--- config.mk ---
export PLATFORM = sky130hd
export DESIGN_NAME = key_tone_synth_flat
export DESIGN_NICKNAME = d
export VERILOG_FILES = /design/src/rtl/key_tone_synth_if.sv /design/src/rtl/key_tone_synth.sv /design/src/flat_wrapper.sv
export SDC_FILE = /design/constraint.sdc
export NUM_CORES = 1
export LEC_CHECK = 0
export BUFFER_PORTS_ARGS = -buffer_cell sky130_fd_sc_hd__buf_4
export CAP_MARGIN = 10
export CELL_PAD_IN_SITES_DETAIL_PLACEMENT = 1
export CELL_PAD_IN_SITES_GLOBAL_PLACEMENT = 1
export CORE_UTILIZATION = 30
export CTS_CLUSTER_SIZE = 28
export DETAILED_ROUTE_END_ITERATION = 8
export PLACE_DENSITY = 0.65
export SLEW_MARGIN = 40
export SYNTH_ARGS = -nofsm -noshare
export SYNTH_HDL_FRONTEND = slang
export SYNTH_SLANG_ARGS = --single-unit
--- constraint.sdc ---
create_clock -name clk -period 3.4 [get_ports clk]
set_input_delay 0.17 -clock clk [delete_from_list [all_inputs] [get_ports clk]]
set_output_delay 0.17 -clock clk [all_outputs]
set_load 0.02 [all_outputs]
--- src/rtl/key_tone_synth_if.sv ---
// Key-event and tone-output bundle for key_tone_synth.
// The master drives key events and enable; the slave is the synth.
interface key_tone_synth_if;
  logic       en;
  logic [7:0] key_code;
  logic       key_valid;
  logic       key_released;
  logic       audio_out;
  logic [2:0] note_id;
  logic       note_start;
  logic [7:0] note_count;

  modport master (
    output en, key_code, key_valid, key_released,
    input  audio_out, note_id, note_start, note_count
  );

  modport slave (
    input  en, key_code, key_valid, key_released,
    output audio_out, note_id, note_start, note_count
  );
endinterface

--- src/rtl/key_tone_synth.sv ---
// Scan-code driven square-wave tone generator (C4-B4) with hold timeout
// and a saturating count of accepted notes.
module key_tone_synth #(
  parameter bit          SIM_FAST = 1'b0,
  parameter int unsigned HOLD_MAX = 50_000_000
) (
  input  logic            clk,
  input  logic            rst,
  key_tone_synth_if.slave bus
);

  localparam int unsigned SHIFT  = SIM_FAST ? 10 : 0;
  localparam int unsigned HOLD_W = (HOLD_MAX > 1) ? $clog2(HOLD_MAX) : 1;
  localparam logic [HOLD_W-1:0] HOLD_LAST = HOLD_W'(HOLD_MAX - 1);

  typedef enum logic {IDLE, PLAY} state_e;

  state_e              state_q, state_d;
  logic [2:0]          note_q, note_d;
  logic                audio_q, audio_d;
  logic [17:0]         phase_q, phase_d;
  logic [HOLD_W-1:0]   hold_q, hold_d;
  logic                start_q, start_d;
  logic [7:0]          count_q, count_d;

  logic [2:0]  key_note;
  logic        accept;
  logic        go_idle;
  logic [17:0] hp_last;

  function automatic logic [2:0] map_code(input logic [7:0] code);
    case (code)
      8'h1A:   return 3'd1;
      8'h22:   return 3'd2;
      8'h21:   return 3'd3;
      8'h2A:   return 3'd4;
      8'h32:   return 3'd5;
      8'h31:   return 3'd6;
      8'h3A:   return 3'd7;
      default: return 3'd0;
    endcase
  endfunction

  function automatic logic [17:0] half_period(input logic [2:0] n);
    case (n)
      3'd1:    return 18'(191113 >> SHIFT);
      3'd2:    return 18'(170262 >> SHIFT);
      3'd3:    return 18'(151686 >> SHIFT);
      3'd4:    return 18'(143173 >> SHIFT);
      3'd5:    return 18'(127551 >> SHIFT);
      3'd6:    return 18'(113636 >> SHIFT);
      3'd7:    return 18'(101239 >> SHIFT);
      default: return '1;
    endcase
  endfunction

  always_comb begin
    key_note = map_code(bus.key_code);
    accept   = bus.en && bus.key_valid && (key_note != 3'd0);
    hp_last  = half_period(note_q) - 18'd1;
    go_idle  = 1'b0;

    state_d = state_q;
    note_d  = note_q;
    audio_d = audio_q;
    phase_d = phase_q;
    hold_d  = hold_q;
    start_d = 1'b0;
    count_d = count_q;

    // Disable beats everything; a mapped press beats timeout and release.
    if (!bus.en) begin
      go_idle = 1'b1;
    end else if (accept) begin
      state_d = PLAY;
      note_d  = key_note;
      audio_d = 1'b1;
      phase_d = '0;
      hold_d  = '0;
      start_d = 1'b1;
      count_d = (count_q == 8'hFF) ? count_q : count_q + 8'd1;
    end else begin
      case (state_q)
        PLAY: begin
          if (hold_q == HOLD_LAST || bus.key_released) begin
            go_idle = 1'b1;
          end else begin
            hold_d = hold_q + 1'b1;
            if (phase_q == hp_last) begin
              phase_d = '0;
              audio_d = ~audio_q;
            end else begin
              phase_d = phase_q + 18'd1;
            end
          end
        end
        default: go_idle = 1'b1;
      endcase
    end

    if (go_idle) begin
      state_d = IDLE;
      note_d  = '0;
      audio_d = 1'b0;
      phase_d = '0;
      hold_d  = '0;
    end
  end

  always_ff @(posedge clk) begin
    if (rst) begin
      state_q <= IDLE;
      note_q  <= '0;
      audio_q <= 1'b0;
      phase_q <= '0;
      hold_q  <= '0;
      start_q <= 1'b0;
      count_q <= '0;
    end else begin
      state_q <= state_d;
      note_q  <= note_d;
      audio_q <= audio_d;
      phase_q <= phase_d;
      hold_q  <= hold_d;
      start_q <= start_d;
      count_q <= count_d;
    end
  end

  assign bus.audio_out  = audio_q;
  assign bus.note_id    = note_q;
  assign bus.note_start = start_q;
  assign bus.note_count = count_q;

endmodule

--- src/flat_wrapper.sv ---
// flat-port wrapper written by rule: the top's interface ports become plain ports
module key_tone_synth_flat 
#(
  parameter bit          SIM_FAST = 1'b0,
  parameter int unsigned HOLD_MAX = 50_000_000
)
  (clk, rst, bus_en, bus_key_code, bus_key_valid, bus_key_released, bus_audio_out, bus_note_id, bus_note_start, bus_note_count);
  key_tone_synth_if bus_i ();
  input  logic clk;
  input  logic rst;
  input wire logic [$bits(bus_i.en)-1:0] bus_en;
  input wire logic [$bits(bus_i.key_code)-1:0] bus_key_code;
  input wire logic [$bits(bus_i.key_valid)-1:0] bus_key_valid;
  input wire logic [$bits(bus_i.key_released)-1:0] bus_key_released;
  output wire logic [$bits(bus_i.audio_out)-1:0] bus_audio_out;
  output wire logic [$bits(bus_i.note_id)-1:0] bus_note_id;
  output wire logic [$bits(bus_i.note_start)-1:0] bus_note_start;
  output wire logic [$bits(bus_i.note_count)-1:0] bus_note_count;
  assign bus_i.en = bus_en;
  assign bus_i.key_code = bus_key_code;
  assign bus_i.key_valid = bus_key_valid;
  assign bus_i.key_released = bus_key_released;
  assign bus_audio_out = bus_i.audio_out;
  assign bus_note_id = bus_i.note_id;
  assign bus_note_start = bus_i.note_start;
  assign bus_note_count = bus_i.note_count;
  key_tone_synth #(.SIM_FAST(SIM_FAST), .HOLD_MAX(HOLD_MAX)) u_core (.clk(clk), .rst(rst), .bus(bus_i));
endmodule
# Yosys cells after proc, flatten, opt, wreduce, memory -nomap -nowiden
# Cells that the tools add are included.
dict set report op_classes {
  n_reduce_logical 12
  bitwise 3
  addsub 4
  n_mux 18
  n_eq_ne 18
}
# operator n
set ops {}
lappend ops {{case mux 18 bit (7 select lines)} 1}
lappend ops {{two-way mux 26 bit} 3}
lappend ops {{two-way mux 18 bit} 4}
lappend ops {{== test 8 x 6 -> 1 bit (second input constant)} 6}
lappend ops {{adder 26 x 1 -> 26 bit (second input constant)} 1}
lappend ops {{== test 26 bit (second input constant)} 1}
lappend ops {{case mux 3 bit (7 select lines)} 1}
lappend ops {{adder 18 x 1 -> 18 bit (second input constant)} 1}
lappend ops {{== test 18 bit} 1}
lappend ops {{subtractor 18 x 1 -> 18 bit (second input constant)} 1}
lappend ops {{== test 3 bit (second input constant)} 4}
lappend ops {{two-way mux 1 bit} 9}
lappend ops {{adder 8 x 1 -> 8 bit (second input constant)} 1}
lappend ops {{== test 8 x 5 -> 1 bit (second input constant)} 1}
lappend ops {{== test 8 bit (second input constant)} 1}
lappend ops {{== test 3 x 2 -> 1 bit (second input constant)} 2}
lappend ops {{AND reduction 3 bit} 2}
lappend ops {{AND reduction 4 bit} 1}
lappend ops {{nonzero test 2 bit} 2}
lappend ops {{OR reduction 2 bit} 2}
lappend ops {{== test 3 x 1 -> 1 bit (second input constant)} 1}
lappend ops {{NOT 1 bit} 3}
lappend ops {{nonzero test 3 bit} 1}
lappend ops {{logical AND 1 bit} 2}
lappend ops {{other kinds (3)} 3}
dict set report word_totals {
  elab_cells 62
  output_inout_bits 13
  reg_bits 58
  inputBits 13
}

# Depth between registers and ports, before layout
# Gate-level depths: netlist of the first run.
dict set report depth {
  word_depth 8
  ltp_mapped 13
  ltp_nobuf 10
}

# Worst setup path after synthesis of the first run
# Ideal clock, no wire load.
dict set report synth_timing {
  path_kind {reg-to-reg}
  start {register u_core.note_q[0] (netlist: u_core.bus.note_id[0])}
  end {register u_core.phase_q[10]}
  t_required_ps 3279
  t_arrival_ps 2591
  period_less_slack_ps 2712
  path_stages_with_launch 12
  setup_slack_ps 688
  setup_time_ps 121
  path_cell_list {dfxtp_1 -> buf_6 -> clkbuf_1 -> a21boi_0 -> ha_1 -> xnor2_1 -> a31oi_1 -> o211ai_1 -> a211o_1 -> nor4b_4 -> buf_6 -> nor3_2}
}
dict set report synth_between {
  elab_chain_cells 8
  word_cells_on_any_way 14
  cone_classes {1 x add/sub; 8 x eq/ne; 5 x mux}
}
# element line
set synth_rtl {}
lappend synth_rtl {{start: declaration} key_tone_synth.sv:19} ;# logic [2:0] note_q, note_d;
lappend synth_rtl {{start signal: assignment} key_tone_synth.sv:121} ;# note_q <= note_d;
lappend synth_rtl {{== test 3 bit (tied with other cells)} key_tone_synth.sv:45} ;# case (n)
lappend synth_rtl {{case mux 18 bit (7 select lines) (*)} key_tone_synth.sv:45}
lappend synth_rtl {{subtractor 18 x 1 -> 18 bit (*)} key_tone_synth.sv:60} ;# hp_last = half_period(note_q) - 18'd1;
lappend synth_rtl {{== test 18 bit (*)} key_tone_synth.sv:89} ;# if (phase_q == hp_last) begin
lappend synth_rtl {{two-way mux 18 bit (*)} key_tone_synth.sv:89}
lappend synth_rtl {{two-way mux 18 bit (*)} key_tone_synth.sv:85} ;# if (hold_q == HOLD_LAST || bus.key_released) begin
lappend synth_rtl {{two-way mux 18 bit (*)} key_tone_synth.sv:83} ;# case (state_q)
lappend synth_rtl {{two-way mux 18 bit (*)} key_tone_synth.sv:74} ;# end else if (accept) begin
lappend synth_rtl {{end signal: assignment} key_tone_synth.sv:123} ;# phase_q <= phase_d;
lappend synth_rtl {{end: declaration} key_tone_synth.sv:21} ;# logic [17:0] phase_q, phase_d;
# Mark *: on every way between the ends. The rest lies on a longest branch, timed or not. The select of a mux whose other input is x is not followed.
# A chain may end at the register's enable or synchronous reset.

# Worst setup path after layout of the first run
dict set report layout_timing {
  start {register u_core.note_q[2] (netlist: u_core.bus.note_id[2])}
  end {register u_core.phase_q[5]}
}
# Same word-level chain as after synthesis.

==> run_summary.xml, run 1 <==
<?xml version="1.0" encoding="UTF-8"?>
<metrics>
  <group name="outcome">
    <metric name="run_status" unit="">finished clean</metric>
  </group>
  <group name="logic_synthesis">
    <metric name="async_flop_share" unit="%">0</metric>
    <metric name="synthesis.area" unit="mm²">0.00349</metric>
    <metric name="postSynthRegisterBits" unit="">58</metric>
    <metric name="synthesized_instance_count" unit="">421</metric>
    <metric name="postSynthNetCount" unit="">438</metric>
    <metric name="synth_seq_area_share" unit="%">33.2</metric>
    <metric name="yosysWarnings" unit="">0</metric>
    <metric name="synth_edf_count" unit="">0</metric>
    <metric name="netlist-cell-type-count" unit="">56</metric>
    <metric name="synth_ff_type" unit="">dfxtp_1</metric>
    <metric name="post_synth_main_area_contributors" unit="">dfxtp_1 33%, nand3_1 5.2%, xor2_1 5.0%, a21oi_1 4.0%, nand3b_1 3.9%</metric>
    <metric name="mapped_avg_cell_area" unit="µm²">8.30</metric>
    <metric name="synth_top_cell_by_area" unit="">dfxtp_1</metric>
    <metric name="post_synth_top_area_share" unit="%">33.2</metric>
  </group>
  <group name="timing">
    <metric name="worstMarginPinSlew" unit="ns">0.739</metric>
    <metric name="fin_skew" unit="ns">0.00841</metric>
    <metric name="rsz_0062_raised_after_global_routing" unit="">no</metric>
    <metric name="finalMaxSlewViolations" unit="">0</metric>
    <metric name="layout_worst_path_cycle_share" unit="%">82.5</metric>
    <metric name="fin_setup_tns" unit="ns">0</metric>
    <metric name="timing.fmax" unit="MHz">357</metric>
    <metric name="final-hold-violation-count" unit="">0</metric>
    <metric name="slew_headroom" unit="%">50.6</metric>
    <metric name="post-route-min-period" unit="ns">2.80</metric>
    <metric name="finalSetupViolations" unit="">0</metric>
  </group>
  <group name="global_route">
    <metric name="grt_pass1_wl" unit="mm">15.0</metric>
    <metric name="grt_usage" unit="%">16.0</metric>
    <metric name="grt_pass1_vias" unit="">3071</metric>
    <metric name="grt_max_degree" unit="">35</metric>
    <metric name="antenna_violations_before_repair" unit="">0</metric>
    <metric name="residual_overflow_from_global_routing" unit="">0</metric>
  </group>
  <group name="placed_design">
    <metric name="dp.final_hpwl" unit="mm">6.24</metric>
    <metric name="placer_s_final_routability_congestion_estimate" unit="">0.902</metric>
    <metric name="numPortBuffers" unit="">25</metric>
  </group>
  <group name="finish">
    <metric name="fraction_of_layout_cells_with_a_size_suffix_above_1" unit="%">14.6</metric>
    <metric name="synthToLayoutAreaGrowth" unit="%">15.7</metric>
    <metric name="layout_common_cells" unit="">58 x dfxtp_1, 36 x nand3_1, 31 x nor2_1, 31 x nand2_1, 30 x buf_4</metric>
    <metric name="layout.cells.most_common" unit="">dfxtp_1</metric>
    <metric name="insertedDiodeCount" unit="">0</metric>
    <metric name="final_net_count" unit="">452</metric>
    <metric name="filler_cells_inserted" unit="">1360</metric>
  </group>
  <group name="route">
    <metric name="final_antenna_net_count" unit="">0</metric>
    <metric name="drt_first_iter_violations" unit="">122</metric>
    <metric name="via_count" unit="">3123</metric>
    <metric name="drt_drc_violations_left" unit="">0</metric>
    <metric name="route.detailed.wl_per_inst" unit="µm">15.1</metric>
    <metric name="via_per_inst" unit="">5.37</metric>
    <metric name="wirelength" unit="mm">8.81</metric>
    <metric name="detail_route.first_pass.iterations" unit="">4</metric>
  </group>
  <group name="cts">
    <metric name="clock_tree_from_tritoncts" unit="">yes</metric>
    <metric name="clock_transition_at_the_registers_of_the_reported_paths" unit="ns">0.05</metric>
    <metric name="clk-insertion-delay-late" unit="ns">0.33</metric>
    <metric name="cts_root_buf" unit="">clkbuf_16</metric>
    <metric name="post_cts_hold_buffer_count" unit="">0</metric>
    <metric name="number_of_buffers_added_by_the_clock_tree_synthesis_step" unit="">9</metric>
    <metric name="cts.path.max_buffers" unit="">2</metric>
    <metric name="post_cts_resize_count" unit="">0</metric>
    <metric name="cts_setup_buffers" unit="">0</metric>
    <metric name="cts-htree-levels" unit="">3</metric>
    <metric name="cts.sink_count" unit="">58</metric>
  </group>
  <group name="critical_path">
    <metric name="worstSetupStartpointType" unit="">register</metric>
    <metric name="cp.arrival" unit="ns">3.00</metric>
    <metric name="critical_path_class" unit="">reg -&gt; reg</metric>
    <metric name="cp_endpoint_kind" unit="">register</metric>
    <metric name="crit_path_max_fanout" unit="">21</metric>
    <metric name="r2r_setup_slack" unit="ns">0.60</metric>
    <metric name="worst_ep_required_time" unit="ns">3.59</metric>
  </group>
  <group name="power_and_ir_drop">
    <metric name="comb_power_share" unit="%">1.9</metric>
    <metric name="power.sequential.fraction" unit="%">42.7</metric>
    <metric name="clkPwrFrac" unit="%">55.4</metric>
    <metric name="p_leak" unit="nW">1.26</metric>
    <metric name="irDropWorstVdd" unit="mV">0.177</metric>
    <metric name="power_density" unit="mW/mm²">395</metric>
    <metric name="net_switching_power_of_the_design" unit="mW">0.322</metric>
    <metric name="switching_share" unit="%">20.1</metric>
    <metric name="power" unit="mW">1.60</metric>
    <metric name="internal-power" unit="mW">1.28</metric>
  </group>
  <group name="floorplanning">
    <metric name="placeableCoreArea" unit="mm²">0.0114</metric>
    <metric name="floorplan.rows" unit="">39</metric>
    <metric name="floorplan.die.width" unit="µm">110</metric>
    <metric name="design.portCount" unit="">26</metric>
    <metric name="die_area" unit="mm²">0.0121</metric>
    <metric name="fp.dieH" unit="µm">110</metric>
    <metric name="initial_core_util" unit="%">30.7</metric>
  </group>
  <group name="hold_path">
    <metric name="min-delay-path-class" unit="">in -&gt; reg</metric>
  </group>
  <group name="flow_run">
    <metric name="maxCapViolations" unit="">0</metric>
  </group>
</metrics>
## routing by layer
metal  up-vias  track usage [%]  share of wire [%]
li1       1564                -                  -
met1      1511             20.7                 50
met2        35             25.2                 45
met3        13             3.14                2.9
met4         0             8.00                2.2
met5         -                0                  0
## sequential cells by signal, indices dropped and copies added, names as in the netlist
name                   flops
u_core.phase_q            18
u_core.hold_q             26
u_core.bus.note_count      8
u_core.state_q             1
u_core.bus.note_start      1
u_core.bus.note_id         3
u_core.bus.audio_out       1
## worst max-delay path, cell delays in order, from the launching register on
cell and delay [ns]:
dfxtp_1 0.80, nor2_1 0.12, nand2_1 0.10, nand2_1 0.07
ha_1 0.29, xnor2_1 0.13, a31oi_1 0.15, o211ai_1 0.10
a211o_1 0.30, nor4b_4 0.22, buf_4 0.31, nor3_1 0.09
## path summary, 6_finish.rpt
check                                           from                            endpoint  cells past startpoint
setup reg to reg  u_core.bus.note_id[2]$_SDFFE_PP0P_      u_core.phase_q[5]$_SDFFE_PP0P_                     11
hold / removal                       bus_key_code[2]  u_core.bus.note_id[0]$_SDFFE_PP0P_                      3
hold reg to reg        u_core.hold_q[0]$_SDFFE_PP0P_       u_core.hold_q[0]$_SDFFE_PP0P_                      1
setup / recovery  u_core.bus.note_id[2]$_SDFFE_PP0P_      u_core.phase_q[5]$_SDFFE_PP0P_                     11
## through the flow
step / std cells / setup slack, ns / util (%) / instance area [µm²] / hold slack [ns]
finish: 582 / 0.595 / 35.5 / 4040 / 0.125
global route: 582 / 0.297 / 35.5 / 4040 / 0.139
CTS: 582 / 0.557 / 35.5 / 4030 / 0.117
detailed placement: 567 / 0.580 / 33.0 / 3750 / 0.448
global placement: 567 / 0.716 / 32.9 / 3740 / 0.442
floorplan: 421 / 0.688 / - / 3490 / 0.338
## cell families after synthesis
logic type	Yosys count	synth area share, %
and+or+nand+nor	202	33.8
AOI/OAI and AO/OA	75	13.5
DFF	58	33.2
xor gates and xnor gates	35	8.78
buffers and inverters	33	5.23
muxes	14	4.05
adders and majority gates	4	1.43
## layout make-up
class	instances	area [µm²]	share of cell area, %
flip-flops and latches	58	1160	28.7
repair buffers	30	225	5.57
clock buffers	12	246	6.10
inverters	6	22.5	0.557
well taps	143	179	4.43
clock inverters	3	40.0	0.991
multi-input cells	330	2170	53.6
## synth_stat cells (3+ instances only)
master	instances
a21oi_1	28
and3_1	8
and4_1	4
buf_2	5
buf_6	6
clkbuf_1	13
dfxtp_1	58
ha_1	4
inv_1	6
mux2i_1	13
nand2_1	31
nand2b_1	4
nand3_1	36
nand3b_1	18
nand4_1	12
nor2_1	31
nor2b_1	4
nor3_1	10
nor3_2	11
nor3b_1	3
nor4_1	3
nor4b_1	3
o211ai_1	3
o21ai_0	15
o31ai_1	6
or2_2	4
or3_1	6
or3b_1	3
or4_1	3
xnor2_1	15
xor2_1	20
## power groups by stage
stage                     combinational (mW)  sequential [mW]  clock, mW
after floorplan                       0.0126            0.695          0
after global placement                0.0296            0.695          0
after detailed placement              0.0305            0.695          0
after CTS                             0.0306            0.681      0.915
after global routing                  0.0333            0.681      0.948
final                                 0.0303            0.682      0.886
Power figures use the tool's default switching activity.
==> run 2, diff against run 1 <==
- PLACE_DENSITY: 0.65 -> 0.67
- clock period: 3.4 -> 2.3 ns (I/O delays scaled with it)
==> run 2 against run 1 <==
- count of clock-buffer cells in the layout stayed put
- die area stayed put
- fmax is 22% higher
- critical path type unchanged
- critical endpoint is now u_core.phase_q[11]$_SDFFE_PP0P_
==> run_summary.xml, run 2 (same netlist as run 1, synthesis figures left out) <==
<?xml version="1.0" encoding="UTF-8"?>
<metrics>
  <group name="finish">
    <metric name="largest_register_ffs" unit="">26</metric>
    <metric name="layout.core_utilization" unit="%">38.6</metric>
    <metric name="filler_cells_inserted" unit="">1333</metric>
    <metric name="top_register" unit="">u_core.hold_q</metric>
    <metric name="fraction_of_layout_cells_with_a_size_suffix_above_1" unit="%">23.2</metric>
    <metric name="insertedDiodeCount" unit="">0</metric>
    <metric name="fin_area" unit="mm²">0.00439</metric>
    <metric name="synthToLayoutAreaGrowth" unit="%">25.8</metric>
    <metric name="layout.cells.non_filler" unit="">613</metric>
    <metric name="layout.cells.most_common" unit="">buf_4</metric>
    <metric name="regArea" unit="mm²">0.00117</metric>
    <metric name="final_net_count" unit="">483</metric>
    <metric name="multi_input_comb_area" unit="mm²">0.00224</metric>
    <metric name="layout_common_cells" unit="">56 x buf_4, 55 x dfxtp_1, 36 x nand3_1, 30 x nor2_1, 29 x nand2_1</metric>
  </group>
  <group name="critical_path">
    <metric name="cp_endpoint_kind" unit="">register</metric>
    <metric name="crit_family" unit="">simple AND/OR/NAND/NOR gates</metric>
    <metric name="worstSetupStartpointType" unit="">register</metric>
    <metric name="critical_path_buf_inv_count" unit="">4</metric>
    <metric name="cp_common_cell" unit="">buf_4</metric>
    <metric name="cp.arrival" unit="ns">2.51</metric>
    <metric name="worstPathCellList" unit="">buf_6 -&gt; or2b_4 -&gt; nor4_4 -&gt; a221oi_2 -&gt; o311ai_1 -&gt; buf_4 -&gt; nor4b_4 -&gt; buf_4 -&gt; clkbuf_16 -&gt; nor3_2</metric>
    <metric name="crit_path_max_incr_delay" unit="ns">0.38</metric>
    <metric name="critical-path-slowest-cell" unit="">dfxtp_4</metric>
    <metric name="critical_path_class" unit="">reg -&gt; reg</metric>
    <metric name="crit_path_max_fanout" unit="">6</metric>
    <metric name="worst_ep_required_time" unit="ns">2.51</metric>
  </group>
  <group name="placed_design">
    <metric name="dp_worst_setup_slack" unit="ns">-0.0525</metric>
    <metric name="dp.final_hpwl" unit="mm">6.86</metric>
    <metric name="placed_cell_area" unit="mm²">0.00396</metric>
    <metric name="numPortBuffers" unit="">25</metric>
    <metric name="dpl_cells" unit="">588</metric>
    <metric name="placer_s_final_routability_congestion_estimate" unit="">0.810</metric>
  </group>
  <group name="timing">
    <metric name="timing.fmax" unit="MHz">436</metric>
    <metric name="fin_skew" unit="ns">0.00849</metric>
    <metric name="finalSetupViolations" unit="">0</metric>
    <metric name="slew_headroom" unit="%">67.9</metric>
    <metric name="fin_setup_tns" unit="ns">0</metric>
    <metric name="rsz_0062_raised_after_global_routing" unit="">yes</metric>
    <metric name="finalMaxSlewViolations" unit="">0</metric>
    <metric name="final.setup.worst_slack" unit="ns">0.00477</metric>
    <metric name="worstMarginPinSlew" unit="ns">0.481</metric>
    <metric name="final-hold-violation-count" unit="">0</metric>
    <metric name="layout_worst_path_cycle_share" unit="%">99.8</metric>
    <metric name="hold_ws" unit="ns">0.0705</metric>
    <metric name="post-route-min-period" unit="ns">2.30</metric>
  </group>
  <group name="floorplanning">
    <metric name="floorplan.die.width" unit="µm">110</metric>
    <metric name="die_area" unit="mm²">0.0121</metric>
    <metric name="floorplan.rows" unit="">39</metric>
    <metric name="fp.dieH" unit="µm">110</metric>
    <metric name="design.portCount" unit="">26</metric>
    <metric name="placeableCoreArea" unit="mm²">0.0114</metric>
    <metric name="initial_core_util" unit="%">30.7</metric>
  </group>
  <group name="global_route">
    <metric name="grt_pass1_wl" unit="mm">16.4</metric>
    <metric name="grt_pass1_vias" unit="">3320</metric>
    <metric name="residual_overflow_from_global_routing" unit="">0</metric>
    <metric name="grt_usage" unit="%">17.7</metric>
    <metric name="antenna_violations_before_repair" unit="">0</metric>
    <metric name="grt_max_degree" unit="">31</metric>
  </group>
  <group name="power_and_ir_drop">
    <metric name="p_leak" unit="nW">1.45</metric>
    <metric name="power_density" unit="mW/mm²">516</metric>
    <metric name="power" unit="mW">2.27</metric>
    <metric name="irDropWorstVdd" unit="mV">0.471</metric>
  </group>
  <group name="cts">
    <metric name="clk-insertion-delay-late" unit="ns">0.33</metric>
    <metric name="cts-htree-levels" unit="">3</metric>
    <metric name="clock_transition_at_the_registers_of_the_reported_paths" unit="ns">0.05</metric>
    <metric name="number_of_buffers_added_by_the_clock_tree_synthesis_step" unit="">9</metric>
    <metric name="clock_tree_from_tritoncts" unit="">yes</metric>
    <metric name="post_cts_hold_buffer_count" unit="">0</metric>
    <metric name="cts.path.max_buffers" unit="">2</metric>
    <metric name="cts.sink_count" unit="">58</metric>
    <metric name="cts_root_buf" unit="">clkbuf_16</metric>
  </group>
  <group name="hold_path">
    <metric name="min-delay-path-class" unit="">in -&gt; reg</metric>
  </group>
  <group name="route">
    <metric name="via_per_inst" unit="">5.27</metric>
    <metric name="route.detailed.wl_per_inst" unit="µm">16.0</metric>
    <metric name="wirelength" unit="mm">9.83</metric>
    <metric name="via_count" unit="">3231</metric>
    <metric name="final_antenna_net_count" unit="">0</metric>
    <metric name="drt_drc_violations_left" unit="">0</metric>
    <metric name="drt_first_iter_violations" unit="">154</metric>
    <metric name="detail_route.first_pass.iterations" unit="">4</metric>
  </group>
  <group name="flow_run">
    <metric name="maxCapViolations" unit="">0</metric>
  </group>
  <group name="outcome">
    <metric name="run_status" unit="">finished clean</metric>
  </group>
</metrics>
==> run 2: changes by cell type in the layout (fill, tap and decap cells not counted), moves of 2 or more <==
cell     delta
buf_12      +2
dfxtp_4     +3
nand2_1     -2
dfxtp_1     -3
buf_6       +2
buf_4      +26
==> run 2: final timing paths <==
| check | from | end | slack (ns) | cells past startpoint |
|---|---|---|---|---|
| max | u_core.bus.note_id[1]$_SDFFE_PP0P_ | u_core.phase_q[11]$_SDFFE_PP0P_ | 0.005 | 10 |
| min | bus_key_code[2] | u_core.bus.note_id[0]$_SDFFE_PP0P_ | 0.07 | 3 |
| max reg2reg | u_core.bus.note_id[1]$_SDFFE_PP0P_ | u_core.phase_q[11]$_SDFFE_PP0P_ | 0.005 | 10 |
| min reg2reg | u_core.hold_q[0]$_SDFFE_PP0P_ | u_core.hold_q[0]$_SDFFE_PP0P_ | 0.46 | 1 |
==> run 2: where the power goes <==
| part | switching (mW) | internal, mW |
|---|---|---|
| Clock | 0.441 | 0.774 |
| Sequential | 0.000514 | 1.00 |
| Combinational | 0.0238 | 0.0240 |
==> run 2: what timing repair did <==
action,4_1_cts,5_1_grt
pin swaps,6,3
buffers inserted,5,5
cloned,2,0
gates resized for setup,5,12
endpoints found under the setup margin,19,20
==> run 2: routing by layer <==
layer | track usage, % | vias to the layer above | part of all wire (%)
met5 | 0 | - | 0
met4 | 9.33 | 0 | 2.3
met3 | 3.97 | 13 | 2.0
met2 | 29.9 | 27 | 50
met1 | 20.9 | 1578 | 46
li1 | - | 1613 | -
==> run 2: final cells by class <==
cell class	instances	area share, %
Clock buffer	12	5.84
Clock inverter	3	0.342
Inverter	6	0.513
Multi-Input combinational cell	330	51.0
Sequential cell	58	26.7
Tap cell	143	4.07
Timing Repair Buffer	61	11.6
==> run 2: worst register-to-register path: stages (launching register included) <==
cell	delay (ns)
dfxtp_4	0.38
buf_6	0.12
or2b_4	0.29
nor4_4	0.23
a221oi_2	0.07
o311ai_1	0.29
buf_4	0.18
nor4b_4	0.27
buf_4	0.18
clkbuf_16	0.14
nor3_2	0.04
